$ cat src/rtl/lcd_pkg.sv
// rtl/lcd_pkg.sv - shared types, HD44780 command constants and helpers for the LCD bus arbiter
package lcd_pkg;

    typedef enum logic [2:0] {
        S_IDLE,
        S_SETUP,
        S_EHIGH,
        S_HOLD,
        S_WAIT
    } lcd_state_t;

    localparam logic [7:0] CMD_CLEAR      = 8'h01;
    localparam logic [7:0] CMD_HOME       = 8'h02;
    localparam logic [7:0] CMD_FUNC_SET   = 8'h38;
    localparam logic [7:0] CMD_DISP_ON    = 8'h0C;
    localparam logic [7:0] CMD_ENTRY      = 8'h06;
    localparam logic [7:0] CMD_DDRAM_ROW1 = 8'h80;
    localparam logic [7:0] CMD_DDRAM_ROW2 = 8'hC0;
    localparam logic [7:0] CMD_CGRAM      = 8'h40;

    // Clear and home are the only commands needing the long post-command wait.
    function automatic logic is_slow_cmd(input logic rs, input logic [7:0] data);
        return !rs && ((data == CMD_CLEAR) || (data == CMD_HOME));
    endfunction

    function automatic int max_int(input int a, input int b);
        return (a > b) ? a : b;
    endfunction

endpackage

$ cat src/rtl/lcd_rr_arbiter.sv
// rtl/lcd_rr_arbiter.sv - combinational round-robin pick starting at a pointer
module lcd_rr_arbiter #(
    parameter int N_REQ = 4,
    parameter int IW    = $clog2(N_REQ)
) (
    input  logic [N_REQ-1:0] req,
    input  logic [IW-1:0]    ptr,
    output logic             valid,
    output logic [IW-1:0]    idx
);

    logic [IW-1:0] cand;

    // Scan from the farthest candidate back toward ptr so the one nearest ptr wins last.
    always_comb begin
        valid = 1'b0;
        idx   = '0;
        cand  = '0;
        for (int k = N_REQ - 1; k >= 0; k--) begin
            cand = IW'((int'(ptr) + k) % N_REQ);
            if (req[cand]) begin
                valid = 1'b1;
                idx   = cand;
            end
        end
    end

endmodule

$ cat src/rtl/lcd_bus_arbiter.sv
// rtl/lcd_bus_arbiter.sv - round-robin, frame-locked sharing of one HD44780 write bus
module lcd_bus_arbiter
    import lcd_pkg::*;
#(
    parameter int N_REQ        = 4,
    parameter int SETUP_CYC    = 1,
    parameter int E_HIGH_CYC   = 4,
    parameter int HOLD_CYC     = 1,
    parameter int CMD_WAIT_CYC = 2,
    parameter int CLR_WAIT_CYC = 20
) (
    input  logic                     clk,
    input  logic                     rst,
    input  logic [N_REQ-1:0]         req,
    input  logic [N_REQ-1:0]         last,
    input  logic [N_REQ-1:0]         rs_in,
    input  logic [8*N_REQ-1:0]       data_in,
    output logic [N_REQ-1:0]         ack,
    output logic [$clog2(N_REQ)-1:0] grant_id,
    output logic                     locked,
    output logic                     lcd_rs,
    output logic                     lcd_rw,
    output logic                     lcd_e,
    output logic [7:0]               lcd_data
);

    localparam int IW   = $clog2(N_REQ);
    localparam int MAXC = max_int(max_int(max_int(SETUP_CYC, E_HIGH_CYC), max_int(HOLD_CYC, CMD_WAIT_CYC)),
                                  CLR_WAIT_CYC);
    localparam int CW   = $clog2(MAXC + 1);

    lcd_state_t    state, state_n;
    logic [CW-1:0] cnt, cnt_n;
    logic [IW-1:0] rr_ptr;
    logic          last_q;

    logic          pick_valid;
    logic [IW-1:0] pick_idx;
    logic          take;
    logic [IW-1:0] take_id;
    logic          take_rs;
    logic          take_last;
    logic [7:0]    take_data;
    logic          owner_req;
    logic          byte_done;
    logic [CW-1:0] wait_len;

    assign lcd_rw = 1'b0;

    lcd_rr_arbiter #(
        .N_REQ (N_REQ),
        .IW    (IW)
    ) u_rr (
        .req   (req),
        .ptr   (rr_ptr),
        .valid (pick_valid),
        .idx   (pick_idx)
    );

    // Post-byte idle length depends on the byte currently on the bus.
    assign wait_len = is_slow_cmd(lcd_rs, lcd_data) ? CW'(CLR_WAIT_CYC) : CW'(CMD_WAIT_CYC);

    // Mux the owner's request and the winning requester's byte.
    always_comb begin
        owner_req = 1'b0;
        take_rs   = 1'b0;
        take_last = 1'b0;
        take_data = 8'h00;
        for (int i = 0; i < N_REQ; i++) begin
            if (IW'(i) == grant_id) begin
                owner_req = req[i];
            end
            if (IW'(i) == take_id) begin
                take_rs   = rs_in[i];
                take_last = last[i];
                take_data = data_in[8*i +: 8];
            end
        end
    end

    // Next-state and phase counter; a locked bus only listens to its owner.
    always_comb begin
        state_n = state;
        cnt_n   = cnt;
        take    = 1'b0;
        take_id = grant_id;
        unique case (state)
            S_IDLE: begin
                if (locked) begin
                    take = owner_req;
                end else begin
                    take    = pick_valid;
                    take_id = pick_idx;
                end
                if (take) begin
                    state_n = S_SETUP;
                    cnt_n   = CW'(SETUP_CYC - 1);
                end
            end
            S_SETUP: begin
                if (cnt == '0) begin
                    state_n = S_EHIGH;
                    cnt_n   = CW'(E_HIGH_CYC - 1);
                end else begin
                    cnt_n = cnt - CW'(1);
                end
            end
            S_EHIGH: begin
                if (cnt == '0) begin
                    state_n = S_HOLD;
                    cnt_n   = CW'(HOLD_CYC - 1);
                end else begin
                    cnt_n = cnt - CW'(1);
                end
            end
            S_HOLD: begin
                if (cnt == '0) begin
                    if (wait_len == '0) begin
                        state_n = S_IDLE;
                    end else begin
                        state_n = S_WAIT;
                        cnt_n   = wait_len - CW'(1);
                    end
                end else begin
                    cnt_n = cnt - CW'(1);
                end
            end
            S_WAIT: begin
                if (cnt == '0) begin
                    state_n = S_IDLE;
                end else begin
                    cnt_n = cnt - CW'(1);
                end
            end
            default: begin
                state_n = S_IDLE;
            end
        endcase
    end

    assign byte_done = (state != S_IDLE) && (state_n == S_IDLE);

    // State, latched byte, lock/pointer bookkeeping and registered bus strobes.
    always_ff @(posedge clk) begin
        if (rst) begin
            state    <= S_IDLE;
            cnt      <= '0;
            rr_ptr   <= '0;
            last_q   <= 1'b0;
            ack      <= '0;
            grant_id <= '0;
            locked   <= 1'b0;
            lcd_rs   <= 1'b0;
            lcd_e    <= 1'b0;
            lcd_data <= 8'h00;
        end else begin
            state <= state_n;
            cnt   <= cnt_n;
            lcd_e <= (state_n == S_EHIGH);
            ack   <= '0;
            if (take) begin
                ack[take_id] <= 1'b1;
                grant_id     <= take_id;
                lcd_rs       <= take_rs;
                lcd_data     <= take_data;
                last_q       <= take_last;
                // Final byte of a multi-byte frame keeps the lock until it has been sent.
                locked       <= locked | ~take_last;
                rr_ptr       <= (take_id == IW'(N_REQ - 1)) ? '0 : take_id + IW'(1);
            end else if (byte_done && last_q) begin
                locked <= 1'b0;
            end
        end
    end

endmodule

$ cat config.mk
export PLATFORM = sky130hd
export DESIGN_NAME = lcd_bus_arbiter
export DESIGN_NICKNAME = d
export VERILOG_FILES = /design/src/rtl/lcd_pkg.sv /design/src/rtl/lcd_rr_arbiter.sv /design/src/rtl/lcd_bus_arbiter.sv
export SDC_FILE = /design/constraint.sdc
export NUM_CORES = 1
export LEC_CHECK = 0
export BUFFER_PORTS_ARGS = -buffer_cell sky130_fd_sc_hd__buf_2
export CORE_MARGIN = 4
export CORE_UTILIZATION = 40
export DETAILED_ROUTE_END_ITERATION = 8
export HOLD_SLACK_MARGIN = 0.06
export MAX_ROUTING_LAYER = met4
export PLACE_DENSITY = 0.72
export SLEW_MARGIN = 20
export SYNTH_ARGS = -nofsm -noshare
export SYNTH_HDL_FRONTEND = slang
export SYNTH_SLANG_ARGS = --single-unit
export TNS_END_PERCENT = 5
$ cat constraint.sdc
create_clock -name clk -period 3.8 [get_ports clk]
set_clock_uncertainty 0.1 [all_clocks]
set_input_delay 0.57 -clock clk [delete_from_list [all_inputs] [get_ports clk]]
set_output_delay 0.57 -clock clk [all_outputs]
set_load 0.02 [all_outputs]
# Yosys cells after proc, flatten, opt, wreduce, memory -nomap -nowiden
# Index checks and enable logic that the tools add are counted.
# op_classes
bitwise_logic	3
add_sub_neg	6
n_eq_ne	17
n_lt_le_gt_ge	6
n_mux	57
n_reduce_logical	17
# ops
operator	n
$mux W5	7
$mux W8	4
$mux W1	26
$pmux W5 S5	1
$mux W3	6
$lt A2 B3 Y1 const B	5
$pmux W3 S5	1
$mux W2	7
$logic_not A5 Y1	2
$sub A5 B1 Y5 const B	2
$eq A3 B2 Y1 const B	3
$bmux W1 S2	4
$eq A2 B2 Y1 const A	4
$eq A8 B1 Y1 const B	1
$eq A8 B2 Y1 const B	1
$logic_not A3 Y1	2
$reduce_bool A5 Y1	1
$add A2 B1 Y2 const B	2
$add A2 B2 Y2 const B	2
$eq A1 B2 Y1 const A	2
$logic_and A1 B1 Y1	4
$logic_not A2 Y1	2
$reduce_and A4 Y1	1
$eq A3 B1 Y1 const B	1
14 further kinds	15
# word_totals
ff_bits	28

# Depth between registers and ports, before layout
# Gate-level depths: netlist (run 1).
# depth
ltp_word	17
ltp_mapped	13
ltp_nobuf	11

# Hierarchy
# A second synthesis (run 1) with hierarchy kept.
# hier_totals
cells_unflattened	239
hier_area_um2	1939.4
# by_module_without_submodules
module	area_per_inst_um2	cells_each	n_inst	seq_area_each_um2
lcd_bus_arbiter	1861.8	226	1	560.5
lcd_rr_arbiter	77.6	13	1	0.0

# Worst setup path after synthesis (run 1)
# No wires, ideal clock.
# synth_path
path_type	register to register
start	register state[1]
end	register last_q
setup_ps	142
slack_ps	850
required_ps	3558
stages_incl_launch_ff	13
period_less_slack_ps	2950
t_arrival_ps	2708
cell_sequence	dfxtp_1 clkbuf_1 nor3_1 nand2_1 o31ai_1 inv_1 ha_1 nor2b_1 clkbuf_1 a221oi_1 nor3_1 a2111oi_0 nor3_1
# synth_via
elab_chain_len	7
word_cells_on_any_way	11
cone_classes	3 x eq/ne; 6 x mux; 2 x reduce/logical
# synth_rtl
item	line	rtl
start, declared	lcd_bus_arbiter.sv:32	lcd_state_t state, state_n;
start signal, assigned	lcd_bus_arbiter.sv:157	state <= state_n;
$logic_not A3 Y1 (*)	lcd_bus_arbiter.sv:87	unique case (state)
$mux W2 (*)	lcd_bus_arbiter.sv:87	
net take_id[1]	lcd_bus_arbiter.sv:40	logic [IW-1:0] take_id;
$logic_not A2 Y1	lcd_bus_arbiter.sv:73	if (IW'(i) == take_id) begin
$mux W1 (3 in a row)	lcd_bus_arbiter.sv:73	
$mux W1 (*)	lcd_bus_arbiter.sv:73	
end signal, assigned	lcd_bus_arbiter.sv:166	last_q <= take_last;
end, declared	lcd_bus_arbiter.sv:35	logic last_q;
# The timed path passes the listed nets; every way through them passes the cells marked *.
# A chain may end at the register's enable or synchronous reset.

# Worst setup path in the final report (run 1)
# layout_path
start	register state[2]
end	register lcd_data[5]
# layout_via
elab_chain_len	7
word_cells_on_any_way	11
cone_classes	3 x eq/ne; 6 x mux; 2 x reduce/logical
# layout_rtl
item	line	rtl
$logic_not A3 Y1 (*)	lcd_bus_arbiter.sv:87	
$mux W2 (*)	lcd_bus_arbiter.sv:87	
net take_id[1]	lcd_bus_arbiter.sv:40	
$logic_not A2 Y1	lcd_bus_arbiter.sv:73	
$mux W8 (3 in a row)	lcd_bus_arbiter.sv:73	
$mux W8 (*)	lcd_bus_arbiter.sv:73	
end signal, assigned	lcd_bus_arbiter.sv:165	lcd_data <= take_data;
end, declared	lcd_bus_arbiter.sv:24	output logic [7:0] lcd_data
# Marks and branches as above.

==> impl_metrics.csv, run 1 <==
group,metric,value,unit
die,die_w,76.0,um
timing,rsz0062_at_grt,"false",
outcome,status,"finished, final reports clean",
placement,io_buffers,62,
clock_network,insertion_delay,0.28,ns
clock_network,postCtsHoldBufs,0,
clock_network,cts_root_buffer,"clkbuf_8",
route,viasPerCell,5.56,
global_routing,met2_usage,0.261,
global_routing,track_usage,0.158,
timing,fmax,0.307,GHz
timing,slew_headroom,0.392,
worst_setup_path,end_kind,"flop",
worst_setup_path,crit_arrival,3.37,ns
yosys,syn_avg_cell_area,8.03,um2
power,vdd_drop_max,0.487,mV
clock_network,cts_buffers,3,
global_routing,antenna_found_initial,0,
route,drcViolationCount,0,
timing,period_share,0.858,
layout,finalNonFillerCells,333,
yosys,async_reset_ff_frac,0,
timing,final_hold_viol_count,0,
yosys,synthesis.area,1850,um2
die,coreArea,4410,um2
clock_network,cts_resized,0,
route,via_count,1850,
global_routing,use_met1,0.197,
route,drtPass1Iterations,4,
global_routing,gr-max-usage-layer,"met2",
worst_setup_path,required,3.91,ns
hold_path,hold_path_class,"flop to flop",
layout,multiInputGateArea,1170,um2
global_routing,grt_first_pass_wirelength,7.68,mm
power,power.total,0.00225,W
die,die_y,76.0,um
yosys,synth_warnings,0,
yosys,synth-compound-area-share,0.282,
route,wl_per_cell,14.0,um
clock_network,cts_setup_buffers,0,
route,ant_nets,0,
clock_network,cts_buffer_depth,2,
yosys,synth_top_family_by_area,"compound AO/OA/AOI/OAI gates",
yosys,synth_area_leaders,"dfxtp_1 30%, a211oi_2 7.4%, a21oi_1 5.7%, nor3_1 5.4%, a221oi_1 4.7%",
yosys,synthMuxAreaShare,0.0176,
yosys,synth_fa_ha_area_frac,0.0406,
die,num_rows,24,
layout,area_growth,20.3,%
clock_network,cts_tree,"built",
yosys,yosysSeqAreaShare,0.303,
layout,regArea,561,um2
placement,hpwl,3.56,mm
yosys,synth_top_area_cell,"dfxtp_1",
clock_network,clock-sinks,28,
global_routing,grt_max_degree,27,
power,p_per_area,1010,nW/um2
yosys,syn_nets,282,
worst_setup_path,critPathMaxFanout,15,
timing,drv_slew,0,
timing,period_minus_slack,3.26,ns
yosys,synth.distinct_cells,47,
worst_setup_path,cp-start-kind,"flop",
timing,setup_viol,0,
timing,tightest_slew,0.899,ns
die,die_area,5770,um2
yosys,netlist.area_leader.share,0.303,
die,floorplan.initialDensity,0.419,
placement,dpl.cell_count,329,
die,ios,64,
yosys,syn_inst,230,
layout,diodes,0,
layout,layout-drive-gt1-share,0.310,
placement,gp_congestion,0.802,
global_routing,groute.layer.met3.usage,0.0366,
yosys,synth_ff_type,"dfxtp_1",
layout,n_fill_cell,426,
layout,nets,334,
yosys,yosys.area_share.simple,0.275,
yosys,synth_xor_xnor_area_share,0.0142,
worst_setup_path,path_class,"flop to flop",
timing,finalSetupTns,0,ns
clock_network,clk_pin_slew_worst_paths,0.10,ns
global_routing,first_global_vias,1695,
route,drt-total-wl,4.65,mm
clock_network,htree_levels,1,
global_routing,grt-ovfl-total,0,
power,p_leak,0.945,nW
route,detail_route.iter0.violations,123,
yosys,ys_seq_elements,28,
job,maxCapViolCount,0,
yosys,synth_edf_count,0,
-- critical path, stage by stage (launching register included) --
cell,delay (ns)
dfxtp_1,0.45
nor3_1,0.50
nand2_1,0.14
o31ai_1,0.44
inv_1,0.16
ha_1,0.35
nor2b_1,0.20
buf_4,0.18
a221oi_1,0.08
nor3_1,0.24
a21oi_1,0.09
a211oi_2,0.24
-- worst paths after layout --
path | start | end | slack [ns] | cells past startpoint
min reg2reg | last_q$_SDFFE_PP0P_ | last_q$_SDFFE_PP0P_ | 0.40 | 2
max reg2reg | state[2]$_SDFF_PP0_ | lcd_data[5]$_SDFFE_PP0P_ | 0.54 | 11
min | last_q$_SDFFE_PP0P_ | last_q$_SDFFE_PP0P_ | 0.40 | 2
max | state[2]$_SDFF_PP0_ | lcd_data[5]$_SDFFE_PP0P_ | 0.54 | 11
-- stage by stage --
step	utilization	setup WS (ns)	cell area [um2]	hold slack, ns
3_3_place_gp	0.488	0.483	2150	0.384
2_1_floorplan	-	0.850	1850	0.369
4_1_cts	0.504	0.515	2220	0.401
6_report	0.504	0.541	2220	0.400
3_5_place_dp	0.488	0.406	2150	0.383
5_1_grt	0.504	0.107	2220	0.448
-- cell type report --
type	count	area share
inverter	7	0.0118
tap	52	0.0293
sequential	28	0.252
timing repair buffer	65	0.150
clock inverter	1	0.0135
clock buffer	3	0.0186
multi-input combinational	177	0.525
-- logic make-up (layout without fill, tap and decap cells) --
kind of cell,Yosys count,count (layout)
AND/OR/NAND/NOR,96,96
AO/OA/AOI/OAI,68,68
flip-flops,28,28
buffers and inverters,25,76
adder cells (fa/ha/maj),6,6
XOR/XNOR,3,3
multiplexers,3,3
other,1,1
-- cells in the mapped netlist, types with 2 or more instances --
| master | n |
|---|---|
| or3_1 | 4 |
| nand4_1 | 2 |
| mux2_2 | 2 |
| and2_1 | 6 |
| inv_1 | 7 |
| nor3_1 | 20 |
| nand3_1 | 3 |
| a21oi_1 | 21 |
| nand2b_1 | 5 |
| ha_1 | 6 |
| buf_6 | 2 |
| xor2_1 | 2 |
| a221oi_1 | 10 |
| nor4_1 | 2 |
| dfxtp_1 | 28 |
| buf_4 | 3 |
| o21ai_0 | 7 |
| nor2_1 | 20 |
| a31oi_1 | 2 |
| nand2_1 | 13 |
| a211oi_2 | 11 |
| clkbuf_1 | 13 |
| o21a_1 | 4 |
| nor2b_1 | 14 |
-- state kept, by name (all words and copies together), names as in the netlist --
register	flops
rr_ptr	2
lcd_e	1
state	3
grant_id	2
cnt	5
lcd_rs	1
ack	4
locked	1
last_q	1
lcd_data	8
-- layer usage --
layer | part of all wire | vias to the layer above
li1 | - | 942
met1 | 0.44 | 846
met2 | 0.49 | 58
met3 | 0.065 | 4
met4 | 0.012 | 0
met5 | 0 | -
-- placed cells by master, fill, tap and decap left out, drive strengths merged, types with 3 or more instances in the layout --
| master | instances |
|---|---|
| buf | 65 |
| dfxtp | 28 |
| a21oi | 21 |
| nor3 | 21 |
| nor2 | 21 |
| nor2b | 14 |
| nand2 | 13 |
| a211oi | 11 |
| a221oi | 10 |
| o21ai | 8 |
| inv | 7 |
| and2 | 6 |
| ha | 6 |
| nand2b | 5 |
| or3 | 4 |
| o21a | 4 |
| nand3 | 3 |
| clkbuf | 3 |
-- power by group --
part	total, W	switching, W	internal [W]
clock	0.000240	0.0000983	0.000141
combinational	0.00148	0.000857	0.000622
sequential	0.000527	0.000120	0.000407
total	0.00225	0.00107	0.00117
Note: power is estimated with default switching activity, not from simulation.
==> run 2: changes to the inputs <==
Settings changed: CORE_MARGIN 4 to 2, SETUP_SLACK_MARGIN from default to 0.4.
==> run 2 against run 1 <==
Compared with the run above: via count shrank 0.22%; non-clock buffer count is the same; die area shrank 10%; global-route usage grew 2.5 points; utilization shrank 0.17 points; setup slack gained 0.23 ns; count of clock-buffer cells in the layout grew 1; cell count is the same; sequential share of layout area grew 0.085 points.
==> impl_metrics.csv, run 2 (synthesis gave the netlist of run 1 again) <==
group,metric,value,unit
hold_path,hold_path_class,"flop to flop",
placement,io_buffers,62,
worst_setup_path,r2r-start,"state[2]$_SDFF_PP0_",
route,wl_met2,2.08,mm
die,floorplan.initialDensity,0.419,
worst_setup_path,startpoint,"state[2]$_SDFF_PP0_",
layout,layout-drive-gt1-share,0.317,
die,num_rows,24,
route,drt-met1-wl,2.05,mm
route,drcViolationCount,0,
die,coreArea,4410,um2
global_routing,first_global_vias,1720,
timing,fmax,0.330,GHz
worst_setup_path,required,3.85,ns
die,die_w,72.0,um
route,detail_route.iter0.violations,91,
worst_setup_path,end_kind,"flop",
route,drt-total-wl,4.40,mm
die,ios,64,
clock_network,insertion_delay,0.27,ns
layout,diodes,0,
worst_setup_path,cp-start-kind,"flop",
layout,finalNonFillerCells,333,
job,maxCapViolCount,0,
timing,period_minus_slack,3.03,ns
route,top_layer_used,"met4",
global_routing,grt-ovfl-total,0,
timing,period_share,0.797,
global_routing,grt_max_degree,27,
clock_network,clk_pin_slew_worst_paths,0.10,ns
route,ant_nets,0,
clock_network,cts_buffers,3,
outcome,status,"finished, final reports clean",
worst_setup_path,critPathMaxFanout,15,
clock_network,cts_tree,"built",
placement,dpl.cell_count,329,
layout,largest_reg_flops,8,
route,viasPerCell,5.54,
layout,top_register,"lcd_data",
route,wl_per_cell,13.2,um
timing,setup_viol,0,
timing,tightest_slew,0.817,ns
power,p_leak,0.938,nW
placement,gp_congestion,0.892,
worst_setup_path,crit_arrival,3.07,ns
layout,layout_common_cells,"62 x buf_2, 28 x dfxtp_1, 21 x a21oi_1, 20 x nor2_1, 19 x nor3_1",
route,via_count,1846,
clock_network,cts_root_buffer,"clkbuf_8",
timing,slew_headroom,0.447,
route,dr_wl_met3,208,um
timing,drv_slew,0,
clock_network,clock-sinks,28,
die,die_y,72.0,um
global_routing,antenna_found_initial,0,
hold_path,hold_path.startpoint,"last_q$_SDFFE_PP0P_",
worst_setup_path,path_class,"flop to flop",
timing,finalSetupTns,0,ns
global_routing,track_usage,0.183,
layout,final_common_cell,"buf_2",
power,p_per_area,994,nW/um2
timing,final_hold_viol_count,0,
clock_network,cts_buffer_depth,2,
layout,area_growth,19.9,%
power,vdd_drop_max,0.492,mV
global_routing,grt_first_pass_wirelength,7.49,mm
clock_network,cts_setup_buffers,0,
placement,hpwl,3.28,mm
timing,rsz0062_at_grt,"false",
layout,largestRegisters,"lcd_data: 8 flops, cnt: 5 flops, ack: 4 flops",
clock_network,htree_levels,1,
die,die_area,5180,um2
route,drtPass1Iterations,4,
layout,nets,334,
## run 2: changes by cell type in the layout (fill, tap and decap cells not counted), sizes merged
| cell | before | now |
|---|---|---|
| bufinv | 1 | 0 |
| clkbuf | 3 | 4 |
## run 2: power breakdown
part | switching, W | internal (W) | total [W]
combinational | 0.000857 | 0.000630 | 0.00149
clock | 0.0000956 | 0.0000928 | 0.000188
sequential | 0.000121 | 0.000407 | 0.000528
## run 2: what timing repair did
action / in CTS / in global routing
resized for setup: 0 / 3
hold buffers: 0 / 0
setup endpoints to repair: 0 / 10
## run 2: area by class of cell
cell class	instances	area, um2
flip-flops and latches	28	561
repair buffers	65	333
well taps	52	65.1
fillers	423	2200
inverters	7	26.3
multi-input cells	177	1180
clock buffers	4	55.1
## run 2: path summary, 6_finish.rpt
path                    endpoint  slack [ns]  cells past startpoint
max          last_q$_SDFFE_PP0P_        0.77                     10
min          last_q$_SDFFE_PP0P_        0.40                      2
max reg2reg  last_q$_SDFFE_PP0P_        0.77                     10
min reg2reg  last_q$_SDFFE_PP0P_        0.40                      2
## run 2: worst max-delay path: stages (launching register included)
cell,delay (ns)
dfxtp_1,0.46
or3_1,0.59
o21ai_0,0.21
o31ai_1,0.13
inv_1,0.14
ha_2,0.32
nor2b_1,0.09
a221oi_1,0.27
nor3_1,0.08
a2111oi_1,0.40
nor3_1,0.09
## run 2: routing by layer
metal / vias to the layer above / global-route usage
li1: 943 / -
met1: 851 / 0.232
met2: 48 / 0.307
met3: 4 / 0.0250
met4: 0 / 0.0524
met5: - / -
## run 2: stage by stage
stage | area, um2 | total power, W | worst slack, ns | hold slack, ns | util
after floorplan | 1850 | 0.00173 | 0.850 | 0.369 | -
after global placement | 2150 | 0.00198 | 0.510 | 0.387 | 0.488
after detailed placement | 2150 | 0.00200 | 0.412 | 0.384 | 0.488
after CTS | 2210 | 0.00220 | 0.519 | 0.402 | 0.500
after global routing | 2220 | 0.00242 | 0.496 | 0.443 | 0.502
final | 2220 | 0.00220 | 0.773 | 0.402 | 0.502
==> run 3: changes to the inputs <==
Settings changed: PLACE_DENSITY 0.72 to 0.75.
Clock period 3.8 ns to 2.7 ns, I/O delays scaled along.
==> run 3 against run 2 <==
Compared with the run above: setup slack worse by 0.56 ns; non-clock buffer count up 22; highest routed layer unchanged; power up 74%.
==> impl_metrics.csv, run 3 (synthesis gave the netlist of run 1 again) <==
group,metric,value,unit
outcome,status,"finished, final reports clean",
power,internal-power,0.00210,W
timing,period_share,0.920,
die,die_area,5180,um2
clock_network,htree_levels,1,
placement,io_buffers,62,
timing,setup_viol,0,
worst_setup_path,crit_path_cell_trace,"nor3_4 > buf_6 > and3_4 > o311ai_4 > and2_4 > ha_4 > nor2b_4 > buf_6 > a221oi_2 > nor3_2 > a2111oi_2 > nor3_1",
hold_path,hold_path_class,"input port to flop",
layout,fin_util,0.582,
global_routing,antenna_found_initial,0,
layout,layout_common_cells,"63 x buf_2, 24 x dfxtp_1, 21 x a21oi_1, 20 x nor2_1",
global_routing,first_global_vias,1860,
power,p_leak,1.10,nW
timing,drv_slew,0,
timing,slew_headroom,0.597,
worst_setup_path,required,2.75,ns
timing,tightest_slew,0.605,ns
timing,period_minus_slack,2.48,ns
route,wl_per_cell,14.0,um
layout,final_common_cell,"buf_2",
timing,finalSetupTns,0,ns
clock_network,clk_pin_slew_worst_paths,0.10,ns
worst_setup_path,cp_common_cell,"buf_6",
route,viasPerCell,5.64,
job,maxCapViolCount,0,
clock_network,cts_buffers,3,
layout,largestRegisters,"lcd_data: 8 flops, cnt: 5 flops, ack: 4 flops",
worst_setup_path,path_class,"flop to flop",
worst_setup_path,critPathMaxFanout,5,
route,drcViolationCount,0,
route,ant_nets,0,
route,via_count,2002,
power,power.total,0.00384,W
worst_setup_path,crit_family,"simple AND/OR/NAND/NOR gates",
die,die_y,72.0,um
global_routing,grt-ovfl-total,0,
clock_network,postCtsHoldBufs,0,
timing,fmax,0.403,GHz
route,drtPass1Iterations,4,
layout,multiInputGateArea,1290,um2
power,vdd_drop_max,0.761,mV
layout,layout-drive-gt1-share,0.432,
timing,rsz0062_at_grt,"true",
placement,pre_cts_slack,-0.0817,ns
layout,nets,356,
layout,diodes,0,
power,p_per_area,1490,nW/um2
placement,hpwl,3.57,mm
global_routing,grt_first_pass_wirelength,8.26,mm
worst_setup_path,cp_slowest_cell,"dfxtp_2",
timing,timing.hold.ws,0.368,ns
clock_network,clock-sinks,28,
timing,final_hold_viol_count,0,
layout,largest_reg_flops,8,
die,die_w,72.0,um
power,seqPwrFrac,0.188,
placement,gp_congestion,0.809,
route,detail_route.iter0.violations,75,
power,p_sw_frac,0.452,
power,p_switching,0.00174,W
layout,n_fill_cell,399,
worst_setup_path,max_stage_delay,0.36,ns
die,ios,64,
clock_network,cts_buffer_depth,2,
worst_setup_path,crit_arrival,2.53,ns
layout,top_register,"lcd_data",
clock_network,cts_root_buffer,"clkbuf_8",
route,drt-total-wl,4.96,mm
power,pwr-share-comb,0.722,
power,power.share.clock,0.089,
clock_network,insertion_delay,0.28,ns
worst_setup_path,end_kind,"flop",
die,num_rows,24,
clock_network,cts_tree,"built",
global_routing,grt_max_degree,27,
worst_setup_path,cp-start-kind,"flop",
die,coreArea,4410,um2
worst_setup_path,path_buf_inv,2,
timing,layout_setup_ws,0.216,ns
layout,area_growth,39.1,%
global_routing,track_usage,0.204,
layout,regArea,571,um2
worst_setup_path,r2r_setup_slack,0.22,ns
die,floorplan.initialDensity,0.419,
==> run 3: cell types whose count changed in the layout (fill, tap and decap cells not counted), sizes merged <==
| cell | delta |
|---|---|
| buf | +22 |
| bufinv | +1 |
| clkbuf | -1 |
==> run 3: layout make-up <==
class | instances | area share
Multi-Input combinational cell | 177 | 0.503
Sequential cell | 28 | 0.222
Timing Repair Buffer | 87 | 0.212
Tap cell | 52 | 0.0253
Clock buffer | 3 | 0.0161
Clock inverter | 1 | 0.0117
Inverter | 7 | 0.0102
==> run 3: tightest hold or removal path: stages <==
cell and delay, ns:
buf_2 0.09, a2111oi_2 0.06, o21a_1 0.16
==> run 3: routing by layer <==
| metal | track usage | wire [um] | up-vias |
|---|---|---|---|
| li1 | - | - | 983 |
| met2 | 0.357 | 2410 | 76 |
| met1 | 0.248 | 2150 | 938 |
| met4 | 0.0566 | 59 | 0 |
| met5 | - | 0 | - |
| met3 | 0.0264 | 338 | 5 |
==> run 3: final timing paths <==
path,start,endpoint,cells past startpoint
worst max-delay path,state[2]$_SDFF_PP0_,last_q$_SDFFE_PP0P_,12
worst min-delay path,last[3],locked$_SDFFE_PP0P_,3
worst max register to register,state[2]$_SDFF_PP0_,last_q$_SDFFE_PP0P_,12
worst min register to register,last_q$_SDFFE_PP0P_,last_q$_SDFFE_PP0P_,2
==> run 3: power groups by stage <==
stage	combinational, W	clock (W)	sequential [W]
detailed placement	0.00248	0	0.000724
CTS	0.00277	0.000350	0.000723
global route	0.00304	0.000364	0.000746
finish	0.00277	0.000343	0.000724
floorplan	0.00185	0	0.000798
global placement	0.00242	0	0.000720
==> run 3: stage by stage <==
step,area [um2],std cells
2_1_floorplan,1960,230
6_report,2570,355
3_3_place_gp,2370,342
5_1_grt,2570,355
3_5_place_dp,2370,342
4_1_cts,2570,355
==> run 3: repair_timing <==
action	in CTS	in global routing
gates resized for setup	18	0
pin swaps	12	0
setup endpoints to repair	11	15
buffers inserted	8	0
cloned	1	0
